==> src/rtl/code_lock_ctrl.sv <==
// Code lock controller: stores a multi-digit code, checks entries against it and
// enforces a timed lockout after too many wrong attempts.
//
// state   | meaning
// --------+-------------------------------------------------------------
// EMPTY   | no code stored yet; waiting for a save press
// ARMED   | code stored; check presses are compared, save presses ignored
// OPEN    | correct code accepted; any press re-arms
// LOCKOUT | too many wrong checks; all presses discarded until timer expires
module code_lock_ctrl #(
    parameter int NUM_DIGITS     = 4,
    parameter int DIGIT_W        = 3,
    parameter int MAX_TRIES      = 3,
    parameter int LOCKOUT_CYCLES = 16
) (
    input  logic                                  clk,
    input  logic                                  reset,
    input  logic                                  save,
    input  logic                                  check,
    input  logic [NUM_DIGITS*DIGIT_W-1:0]         code_in,
    output logic [NUM_DIGITS*DIGIT_W-1:0]         stored_code,
    output logic [1:0]                            status,
    output logic [$clog2(MAX_TRIES+1)-1:0]        tries_left,
    output logic [$clog2(LOCKOUT_CYCLES+1)-1:0]   lock_cnt,
    output logic                                  ok_pulse,
    output logic                                  fail_pulse
);
    localparam int TW = $clog2(MAX_TRIES + 1);
    localparam int LW = $clog2(LOCKOUT_CYCLES + 1);

    localparam logic [1:0] EMPTY   = 2'b00;
    localparam logic [1:0] ARMED   = 2'b01;
    localparam logic [1:0] OPEN    = 2'b10;
    localparam logic [1:0] LOCKOUT = 2'b11;

    localparam logic [TW-1:0] TRIES_MAX = TW'(MAX_TRIES);
    localparam logic [TW-1:0] TRIES_ONE = TW'(1);
    localparam logic [LW-1:0] LOCK_MAX  = LW'(LOCKOUT_CYCLES);
    localparam logic [LW-1:0] LOCK_ONE  = LW'(1);

    logic [1:0] state;
    logic       prev_save;
    logic       prev_check;
    logic       save_edge;
    logic       check_edge;

    assign save_edge  = save & ~prev_save;
    assign check_edge = check & ~prev_check;
    assign status     = state;

    always_ff @(posedge clk) begin
        if (reset) begin
            state       <= EMPTY;
            stored_code <= '0;
            tries_left  <= TRIES_MAX;
            lock_cnt    <= '0;
            ok_pulse    <= 1'b0;
            fail_pulse  <= 1'b0;
            // Held buttons must be released before they can register again.
            prev_save   <= 1'b1;
            prev_check  <= 1'b1;
        end else begin
            prev_save  <= save;
            prev_check <= check;
            ok_pulse   <= 1'b0;
            fail_pulse <= 1'b0;
            case (state)
                EMPTY: begin
                    if (save_edge) begin
                        stored_code <= code_in;
                        tries_left  <= TRIES_MAX;
                        state       <= ARMED;
                    end
                end
                ARMED: begin
                    if (check_edge) begin
                        if (code_in == stored_code) begin
                            ok_pulse   <= 1'b1;
                            tries_left <= TRIES_MAX;
                            state      <= OPEN;
                        end else begin
                            fail_pulse <= 1'b1;
                            if (tries_left <= TRIES_ONE) begin
                                tries_left <= '0;
                                lock_cnt   <= LOCK_MAX;
                                state      <= LOCKOUT;
                            end else begin
                                tries_left <= tries_left - TRIES_ONE;
                            end
                        end
                    end
                end
                OPEN: begin
                    // Save wins over a simultaneous check so the new code is not lost.
                    if (save_edge) begin
                        stored_code <= code_in;
                        tries_left  <= TRIES_MAX;
                        state       <= ARMED;
                    end else if (check_edge) begin
                        tries_left <= TRIES_MAX;
                        state      <= ARMED;
                    end
                end
                LOCKOUT: begin
                    if (lock_cnt <= LOCK_ONE) begin
                        lock_cnt   <= '0;
                        tries_left <= TRIES_MAX;
                        state      <= ARMED;
                    end else begin
                        lock_cnt <= lock_cnt - LOCK_ONE;
                    end
                end
                default: state <= EMPTY;
            endcase
        end
    end
endmodule

==> config.mk <==
export PLATFORM = sky130hd
export DESIGN_NAME = code_lock_ctrl
export DESIGN_NICKNAME = d
export VERILOG_FILES = /design/src/rtl/code_lock_ctrl.sv
export SDC_FILE = /design/constraint.sdc
export NUM_CORES = 1
export LEC_CHECK = 0
export BUFFER_PORTS_ARGS = -buffer_cell sky130_fd_sc_hd__buf_2
export CAP_MARGIN = 0
export CORE_UTILIZATION = 35
export CTS_BUF_LIST = sky130_fd_sc_hd__clkbuf_2 sky130_fd_sc_hd__clkbuf_4 sky130_fd_sc_hd__clkbuf_8
export CTS_CLUSTER_DIAMETER = 200
export DETAILED_ROUTE_END_ITERATION = 8
export GPL_TIMING_DRIVEN = 0
export PLACE_DENSITY_LB_ADDON = 0.2
export SYNTH_ARGS = -nofsm -noshare
export SYNTH_HDL_FRONTEND = slang
export SYNTH_SLANG_ARGS = --single-unit
==> constraint.sdc <==
create_clock -name clk -period 5.2 [get_ports clk]
set_clock_uncertainty 0.2 [all_clocks]
set_input_delay 1.04 -clock clk [delete_from_list [all_inputs] [get_ports clk]]
set_output_delay 1.04 -clock clk [all_outputs]
set_load 0.005 [all_outputs]
# Yosys cells after proc, flatten, opt, wreduce, memory -nomap -nowiden
# Cells that the tools add are included.
# word_totals
input_bits	16
reg_bits	25
output_inout_bits	23
word_cells	60
# op_classes
addsub	2
n_mux	23
reduce_logical	8
eq_ne	11
bitwise_logic	6
n_lt_le_gt_ge	2
# ops
operator	count
$mux W2	14
$mux W5	4
$pmux W2 S4	2
$eq A12 B12 Y1	1
$ne A2 B2 Y1 const B	5
$pmux W5 S2	1
$reduce_and A4 Y1	2
$ne A3 B3 Y1 const B	2
$le A5 B1 Y1 const B	1
$reduce_and A5 Y1	1
$sub A5 B1 Y5 const B	1
$eq A2 B2 Y1 const B	2
$not A1 Y1	4
$reduce_or A3 Y1	1
$and A1 B1 Y1	2
$eq A2 B1 Y1 const B	1
$le A2 B1 Y1 const B	1
$logic_not A2 Y1	1
$mux W1	2
$reduce_and A2 Y1	1
$reduce_bool A2 Y1	1
$reduce_or A2 Y1	1
$sub A2 B1 Y2 const B	1

# Logic depth before layout (Yosys ltp)
# Gate-level depths: netlist of the first run.
# depth
ltp_word	5
ltp_mapped	7

# Worst setup path before layout of the first run
# Ideal clock, no wire load.
# synth_path
path_kind	input port to flip-flop
start	input code_in[0]
end	register lock_cnt[4]
cell_stages	4
setup_slack_ns	2.901
t_arrival_ns	1.983
setup_time_ns	0.116
cell_sequence	xor2_1 nor4_4 a41oi_1 o211a_1
# synth_via
elab_chain_cells	3
# synth_rtl
item	line_no	rtl
start: declaration	20	input logic [NUM_DIGITS*DIGIT_W-1:0] code_in,
$eq A12 B12 Y1	77	if (code_in == stored_code) begin
$ne A2 B2 Y1 (no line)	-	
$reduce_and A4 Y1 (no line)	-	
end signal: assignment	110	lock_cnt <= lock_cnt - LOCK_ONE;
end: declaration	24	output logic [$clog2(LOCKOUT_CYCLES+1)-1:0] lock_cnt,
# Every way passes these cells.
# A chain may end at the register's enable or synchronous reset.

# Worst setup path in the final report of the first run
# layout_path
start	input code_in[5]
end	register lock_cnt[4]
# The elaborated chain is that of the path after synthesis.

==> results.yml, run 1 <==
global_routing:
  grt_pass1_vias: 1005
  antenna_found_initial: 0
  grt.total_usage_pct: 15.9
  grt_pass1_wl_um: 4420
  overflow: 0
  grt_max_degree: 16
timing:
  finalCritPeriodShare_pct: 42.9
  setup-tns-final_ns: 0
  finalHoldViolCount: 0
  max_freq_ghz: 0.448
  min_period_ns: 2.23
  worst_pin_slew_ns: 0.493
  worst_slack_ns: 2.97
  rsz0062_at_grt: "false"
  finalSetupViolations: 0
  slew_headroom_pct: 67.1
  drv_slew: 0
clocking:
  h-tree-depth: 1
  insertion_delay_ns: 0.33
  post_cts_resize_count: 0
  clk_pin_slew_ns: 0.15
  cts_buffer_depth: 2
  cts_tree: "yes"
  cts_setup_buffers: 0
  cts-root-buf: "clkbuf_4"
  clock-sinks: 25
  cts_buffers: 3
  hold_buffers: 0
critical_path:
  worst_setup_path_end_kind: "register"
  path_max_fanout: 4
  worstSetupStartpointType: "input port"
  worstSetupPathType: "in2reg"
  crit_chain: "buf_2, xor2_1, nor4_4, a41oi_1, o211a_1"
  required_ns: 5.24
  slowest_stage: "nor4_4"
  worstPathArrival_ns: 2.27
  cp_slowest_stage_delay_ns: 0.40
logic_synthesis:
  synthCells: 130
  synth_top_area_share_pct: 39.7
  synth.net_count: 148
  synth_area_leaders: "dfxtp_1, mux2i_1, xor2_1"
  synth_warnings: 0
  syn_area_um2: 1260
  synth_area_leader_cell: "dfxtp_1"
  synth_edf_count: 0
  ys_seq_elements: 25
  async_flop_share_pct: 0
  yosysSeqAreaShare_pct: 39.7
  synth_ff_type: "dfxtp_1"
  yosysUniqueCellTypes: 35
  syn_avg_cell_area_um2: 9.69
floorplanning:
  rows: 21
  core_um2: 3390
  start_util_pct: 37.2
  io_pins: 39
  die_h_um: 62
  fp.dieW_um: 62
  die_area_um2: 3840
detailed_routing:
  vias: 1078
  wl_um: 2630
  viasPerCell: 4.94
  drt-initial-drc-count: 69
  wl_per_cell_um: 12.1
  ant_nets: 0
  firstDrtPassIters: 4
  post-route-drc-count: 0
cells_and_area:
  num-nets-final: 191
  drive_gt1_share_pct: 32.6
  antennaDiodeCount: 0
  area.growth.synth_to_final_pct: 22.0
place:
  dp_hpwl_um: 2060
  post-place-ws_ns: 2.60
  place_congestion: 0.787
  portBuffers: 38
power_and_ir_drop:
  power.density_nw_per_um2: 218
  p_leak_uw: 0.000671
  ir_drop_v: 0.000152
flow_run:
  max-cap-violations: 0
min_path:
  min_path_type: "reg2reg"
status:
  status: "finished, final reports clean"
==> layer usage <==
| metal | vias to the layer above | global-route usage (%) | part of all wire (%) | routed length (µm) |
|---|---|---|---|---|
| met5 | - | 0 | 0 | 0 |
| met4 | 0 | 3.81 | 0.95 | 25 |
| met3 | 4 | 4.76 | 5.6 | 148 |
| met2 | 29 | 26.9 | 48 | 1270 |
| met1 | 499 | 19.7 | 45 | 1190 |
| li1 | 546 | - | - | - |
==> final cells by class <==
class                           instances  area [µm²]
Timing Repair Buffer                   38         190
Tap cell                               46        57.6
Multi-Input combinational cell         93         708
Sequential cell                        25         500
Inverter                                6        22.5
Clock buffer                            3        22.5
Buffer                                  6        28.8
Clock inverter                          1        7.51
Fill cell                             352        1850
==> state kept, by name, summed over array words and instances (netlist names) <==
name,cells
lock_cnt,5
status,2
fail_pulse,1
prev_save,1
stored_code,12
prev_check,1
ok_pulse,1
tries_left,2
==> synthesized netlist by cell type (all sizes together), types with 2 or more instances <==
cell type	n
o21ai	3
ha	2
dfxtp	25
nand2	4
a211oi	6
buf	3
o31ai	2
nor4	4
nor3b	3
a21oi	5
nor3	3
mux2i	12
nor2	15
a31oi	2
a311oi	3
inv	6
nor2b	3
clkbuf	3
or2	3
xor2	12
==> placed cells by master (no fill, tap or decap), drive strengths merged, types with 4 or more instances in the layout <==
cell	instances
mux2i	12
clkbuf	6
buf	41
nor2	15
dfxtp	25
nor4	4
xor2	12
nand2	4
a211oi	6
inv	6
a21oi	5
==> stage by stage <==
| stage | power, µW | hold slack [ns] | util [%] | instance area (µm²) | std cells |
|---|---|---|---|---|---|
| global placement | 247 | 0.305 | 44.5 | 1510 | 214 |
| CTS | 339 | 0.338 | 45.4 | 1540 | 218 |
| detailed placement | 248 | 0.321 | 44.5 | 1510 | 214 |
| global route | 350 | 0.365 | 45.4 | 1540 | 218 |
| finish | 335 | 0.331 | 45.4 | 1540 | 218 |
| floorplan | 231 | 0.297 | - | 1260 | 130 |
==> where the power goes <==
part	internal (µW)	total [µW]	switching, µW	leakage [µW]
clock	29.5	91.8	62.4	0.0000139
combinational	19.3	43.6	24.2	0.000455
sequential	196	200	3.53	0.000203
==> final timing paths <==
path / from / endpoint / slack [ns] / depth (start not counted)
worst max register to register: lock_cnt[1] / tries_left[1] / 3.33 / 6
worst max-delay path: code_in[5] / lock_cnt[4] / 2.97 / 5
worst min register to register: tries_left[0] / tries_left[0] / 0.33 / 2
worst min-delay path: tries_left[0] / tries_left[0] / 0.33 / 2
==> worst max-delay path: cells and delay by family <==
family,cells,cell delay (ns)
AND/OR/NAND/NOR,1,0.40
XOR/XNOR,1,0.16
AO/OA/AOI/OAI,2,0.55
buffers and inverters,1,0.11
==> logic make-up after synthesis <==
| logic type | count (synthesis) | share of synthesized area, % |
|---|---|---|
| AOI/OAI and AO/OA | 27 | 15.4 |
| xor gates and xnor gates | 12 | 8.34 |
| adders and majority gates | 2 | 1.99 |
| buffers and inverters | 12 | 4.07 |
| DFF | 25 | 39.7 |
| muxes | 13 | 10.4 |
| and+or+nand+nor | 39 | 20.1 |
(Power assumes the default switching activity.)
==> inputs of run 2 (changes only) <==
==> constraint.sdc (replaced) <==
create_clock -name clk -period 1.99 [get_ports clk]
set_clock_uncertainty 0.2 [all_clocks]
set_input_delay 0.398 -clock clk [delete_from_list [all_inputs] [get_ports clk]]
set_output_delay 0.398 -clock clk [all_outputs]
set_load 0.005 [all_outputs]
==> results.yml, run 2 (synthesized netlist as in run 1, its figures left out) <==
clocking:
  cts_buffers: 3
  clk_pin_slew_ns: 0.15
  post_cts_resize_count: 0
  cts_buffer_depth: 2
  cts_tree: "yes"
  h-tree-depth: 1
  clock-sinks: 25
  cts-root-buf: "clkbuf_4"
  cts_setup_buffers: 0
  insertion_delay_ns: 0.33
  hold_buffers: 0
floorplanning:
  die_area_um2: 3840
  io_pins: 39
  core_um2: 3390
  die_h_um: 62
  start_util_pct: 37.2
  fp.dieW_um: 62
  rows: 21
critical_path:
  cp_slowest_stage_delay_ns: 0.42
  path_max_fanout: 5
  crit_family: "compound AO/OA/AOI/OAI gates"
  worst_setup_path_end_kind: "register"
  slowest_stage: "dfxtp_1"
  worstSetupPathType: "reg2reg"
  required_ns: 2.03
  crit_chain: "inv_1, ha_1, o21bai_1, a21oi_1, a211oi_1, a311oi_1"
  path_buf_inv: 1
  worstSetupStartpointType: "register"
  worstPathArrival_ns: 1.86
global_routing:
  grt_pass1_wl_um: 4420
  overflow: 0
  grt_pass1_vias: 1005
  antenna_found_initial: 0
  grt_max_degree: 16
  grt.total_usage_pct: 15.9
power_and_ir_drop:
  ir_drop_v: 0.000396
  power.density_nw_per_um2: 567
  finalPower_uw: 876
  p_leak_uw: 0.000672
detailed_routing:
  firstDrtPassIters: 4
  vias: 1077
  viasPerCell: 4.94
  wl_per_cell_um: 12.1
  wl_um: 2640
  drt-initial-drc-count: 88
  post-route-drc-count: 0
  ant_nets: 0
place:
  place_inst: 214
  dp_hpwl_um: 2060
  portBuffers: 38
  dpl-instance-area_um2: 1510
  place_congestion: 0.787
timing:
  finalCritPeriodShare_pct: 91.1
  setup-tns-final_ns: 0
  rsz0062_at_grt: "false"
  slew_headroom_pct: 67.1
  drv_slew: 0
  max_freq_ghz: 0.552
  min_period_ns: 1.81
  finalSetupViolations: 0
  finalHoldViolCount: 0
  worst_pin_slew_ns: 0.493
min_path:
  min_path_type: "in2reg"
cells_and_area:
  layout_common_cells: "buf_2, dfxtp_1, nor2_1"
  area.growth.synth_to_final_pct: 22.5
  drive_gt1_share_pct: 33.1
  largest_register: "stored_code"
  num-nets-final: 191
  fin_cells: 218
  design_area_um2: 1540
  layout.cells.most_common: "buf_2"
  antennaDiodeCount: 0
  largestRegisters: "stored_code x12, lock_cnt x5"
  largest_reg_flops: 12
status:
  status: "finished, final reports clean"
flow_run:
  max-cap-violations: 0
run 2: cell types whose count changed in the layout (fill, tap and decap cells not counted):
cell and change:
a311oi_2 +1, a311oi_1 -1
run 2: report_power, final:
part           total [µW]  internal, µW  switching, µW  leakage (µW)
Sequential            522           513           9.30      0.000203
Clock                 239          77.1            162     0.0000139
Combinational         115          50.9           63.9      0.000456
run 2: layout make-up:
class                      count  area [µm²]
timing repair buffer          38         190
inverter                       6        22.5
clock buffer                   3        22.5
sequential                    25         500
clock inverter                 1        7.51
tap                           46        57.6
buffer                         6        28.8
multi-input combinational     93         714
fill                         353        1850
run 2: worst reg2reg max path: stages, from the launching register on:
cell      delay, ns
dfxtp_1        0.42
inv_1          0.08
ha_1           0.17
o21bai_1       0.22
a21oi_1        0.31
a211oi_1       0.08
a311oi_1       0.25
run 2: routing by layer:
layer / vias to the layer above / part of all wire [%] / track usage [%] / routed length, µm
met4: 0 / 0.95 / 3.81 / 25
met1: 497 / 45 / 19.7 / 1200
met2: 29 / 48 / 26.9 / 1280
li1: 547 / - / - / -
met5: - / 0 / 0 / 0
met3: 4 / 5.3 / 4.76 / 139
run 2: path summary, 6_finish.rpt:
kind	startpoint	endpoint	slack, ns	depth (start not counted)
worst max-delay path	lock_cnt[1]	status[1]	0.18	6
worst min-delay path	save	prev_save	0.05	2
worst max register to register	lock_cnt[1]	status[1]	0.18	6
worst min register to register	tries_left[0]	tries_left[0]	0.33	2
run 2: through the flow:
stage               setup slack, ns  hold slack, ns  util [%]
floorplan                     0.320           0.297         -
global placement             0.0511           0.305      44.5
detailed placement           0.0359           0.321      44.5
CTS                           0.145          0.0462      45.4
global route                 0.0221          0.0558      45.6
finish                        0.177          0.0492      45.6
==> inputs of run 3 (changes only) <==
--- a/config.mk
+++ b/config.mk
@@ -7,9 +7,11 @@
 export LEC_CHECK = 0
 export BUFFER_PORTS_ARGS = -buffer_cell sky130_fd_sc_hd__buf_2
 export CAP_MARGIN = 0
+export CORE_MARGIN = 3
 export CORE_UTILIZATION = 35
 export CTS_BUF_LIST = sky130_fd_sc_hd__clkbuf_2 sky130_fd_sc_hd__clkbuf_4 sky130_fd_sc_hd__clkbuf_8
-export CTS_CLUSTER_DIAMETER = 200
+export CTS_CLUSTER_DIAMETER = 60
+export CTS_CLUSTER_SIZE = 14
 export DETAILED_ROUTE_END_ITERATION = 8
 export GPL_TIMING_DRIVEN = 0
 export PLACE_DENSITY_LB_ADDON = 0.2
==> results.yml, run 3 (synthesized netlist as in run 1, its figures left out) <==
status:
  status: "finished, final reports clean"
critical_path:
  worst_setup_path_end_kind: "register"
  worstSetupStartpointType: "register"
  worstSetupPathType: "reg2reg"
  timing.rr.start: "lock_cnt[1]"
  startpoint: "lock_cnt[1]"
  required_ns: 2.01
  critPathCapture: "tries_left[0]"
  r2r_end: "tries_left[0]"
  reg2reg_depth: 6
  worstPathArrival_ns: 1.85
  path_max_fanout: 5
  worst-r2r-setup-slack_ns: 0.16
flow_run:
  max-cap-violations: 0
clocking:
  cts-root-buf: "clkbuf_4"
  clk_pin_slew_ns: 0.13
  hold_buffers: 0
  cts_tree: "yes"
  cts_buffers: 3
  post_cts_resize_count: 0
  cts_buffer_depth: 2
  clock-sinks: 25
  h-tree-depth: 1
  insertion_delay_ns: 0.32
  cts_setup_buffers: 0
cells_and_area:
  largest_reg_flops: 12
  fillers: 341
  antennaDiodeCount: 0
  largestRegisters: "stored_code x12, lock_cnt x5"
  drive_gt1_share_pct: 33.7
  layout.cells.most_common: "buf_2"
  layout_common_cells: "buf_2, dfxtp_1, nor2_1"
  design_area_um2: 1550
  largest_register: "stored_code"
  num-nets-final: 191
  area.growth.synth_to_final_pct: 22.8
floorplanning:
  start_util_pct: 37.2
  die_area_um2: 4360
  die_h_um: 66
  core_um2: 3390
  io_pins: 39
  rows: 21
  fp.dieW_um: 66
detailed_routing:
  post-route-drc-count: 0
  wl_per_cell_um: 12.8
  firstDrtPassIters: 4
  ant_nets: 0
  viasPerCell: 4.90
  vias: 1069
  drt-initial-drc-count: 35
  wl_um: 2800
timing:
  finalHoldViolCount: 0
  holdWs_ns: 0.0657
  drv_slew: 0
  max_freq_ghz: 0.545
  rsz0062_at_grt: "false"
  finalCritPeriodShare_pct: 92.1
  min_period_ns: 1.83
  setup-tns-final_ns: 0
  finalSetupViolations: 0
  worst_pin_slew_ns: 0.485
  slew_headroom_pct: 67.6
global_routing:
  overflow: 0
  grt.total_usage_pct: 13.9
  grt_pass1_vias: 1059
  antenna_found_initial: 0
  grt_max_degree: 14
  grt_pass1_wl_um: 4750
min_path:
  min_path_type: "in2reg"
power_and_ir_drop:
  p_leak_uw: 0.000677
  power.density_nw_per_um2: 570
  ir_drop_v: 0.000234
place:
  dp_hpwl_um: 2170
  dpl-instance-area_um2: 1510
  place_congestion: 0.859
  portBuffers: 38
==> run 3: cell count changes in the layout (fill, tap and decap cells not counted), sizes merged <==
cell	previous run	this run
clkbuf	6	7
clkinvlp	1	0
==> run 3: area by class of cell <==
type                            instances  area, µm²  share of cell area (%)
Buffer                                  6       28.8                    1.86
Clock buffer                            4       30.0                    1.94
Inverter                                6       22.5                    1.46
Multi-Input combinational cell         93        718                    46.4
Sequential cell                        25        500                    32.3
Tap cell                               46       57.6                    3.72
Timing Repair Buffer                   38        190                    12.3
==> run 3: metal layers <==
layer	vias to the layer above	track usage, %	routed length [µm]
li1	545	-	-
met1	493	18.1	1290
met2	27	22.4	1310
met3	4	2.72	149
met4	0	5.33	48
met5	-	0	0
==> run 3: report_power, final <==
group	internal, µW	switching, µW
combinational	50.9	64.3
sequential	513	9.21
clock	92.1	152
total	656	226
==> run 3: worst min path at each step <==
stage | from | endpoint | slack [ns] | depth (start not counted)
after floorplan | lock_cnt[0] | lock_cnt[0] | 0.30 | 1
after global placement | tries_left[0] | tries_left[0] | 0.30 | 2
after detailed placement | tries_left[0] | tries_left[0] | 0.31 | 2
after CTS | save | prev_save | 0.06 | 2
after global routing | save | prev_save | 0.05 | 2
final | save | prev_save | 0.07 | 2
==> run 3: critical path, stage by stage, from the launching register on <==
cell      delay (ns)
dfxtp_1         0.43
inv_1           0.09
ha_1            0.18
o21bai_1        0.23
a311oi_2        0.33
or2_2           0.17
a32oi_1         0.09
==> run 3: stage by stage <==
stage	power (µW)	std cells	util [%]	setup slack, ns
after floorplan	605	130	-	0.320
after global placement	645	214	44.5	0.0522
after detailed placement	649	214	44.5	0.0316
after CTS	890	218	45.4	0.0943
after global routing	922	218	45.7	0.0365
final	882	218	45.7	0.156
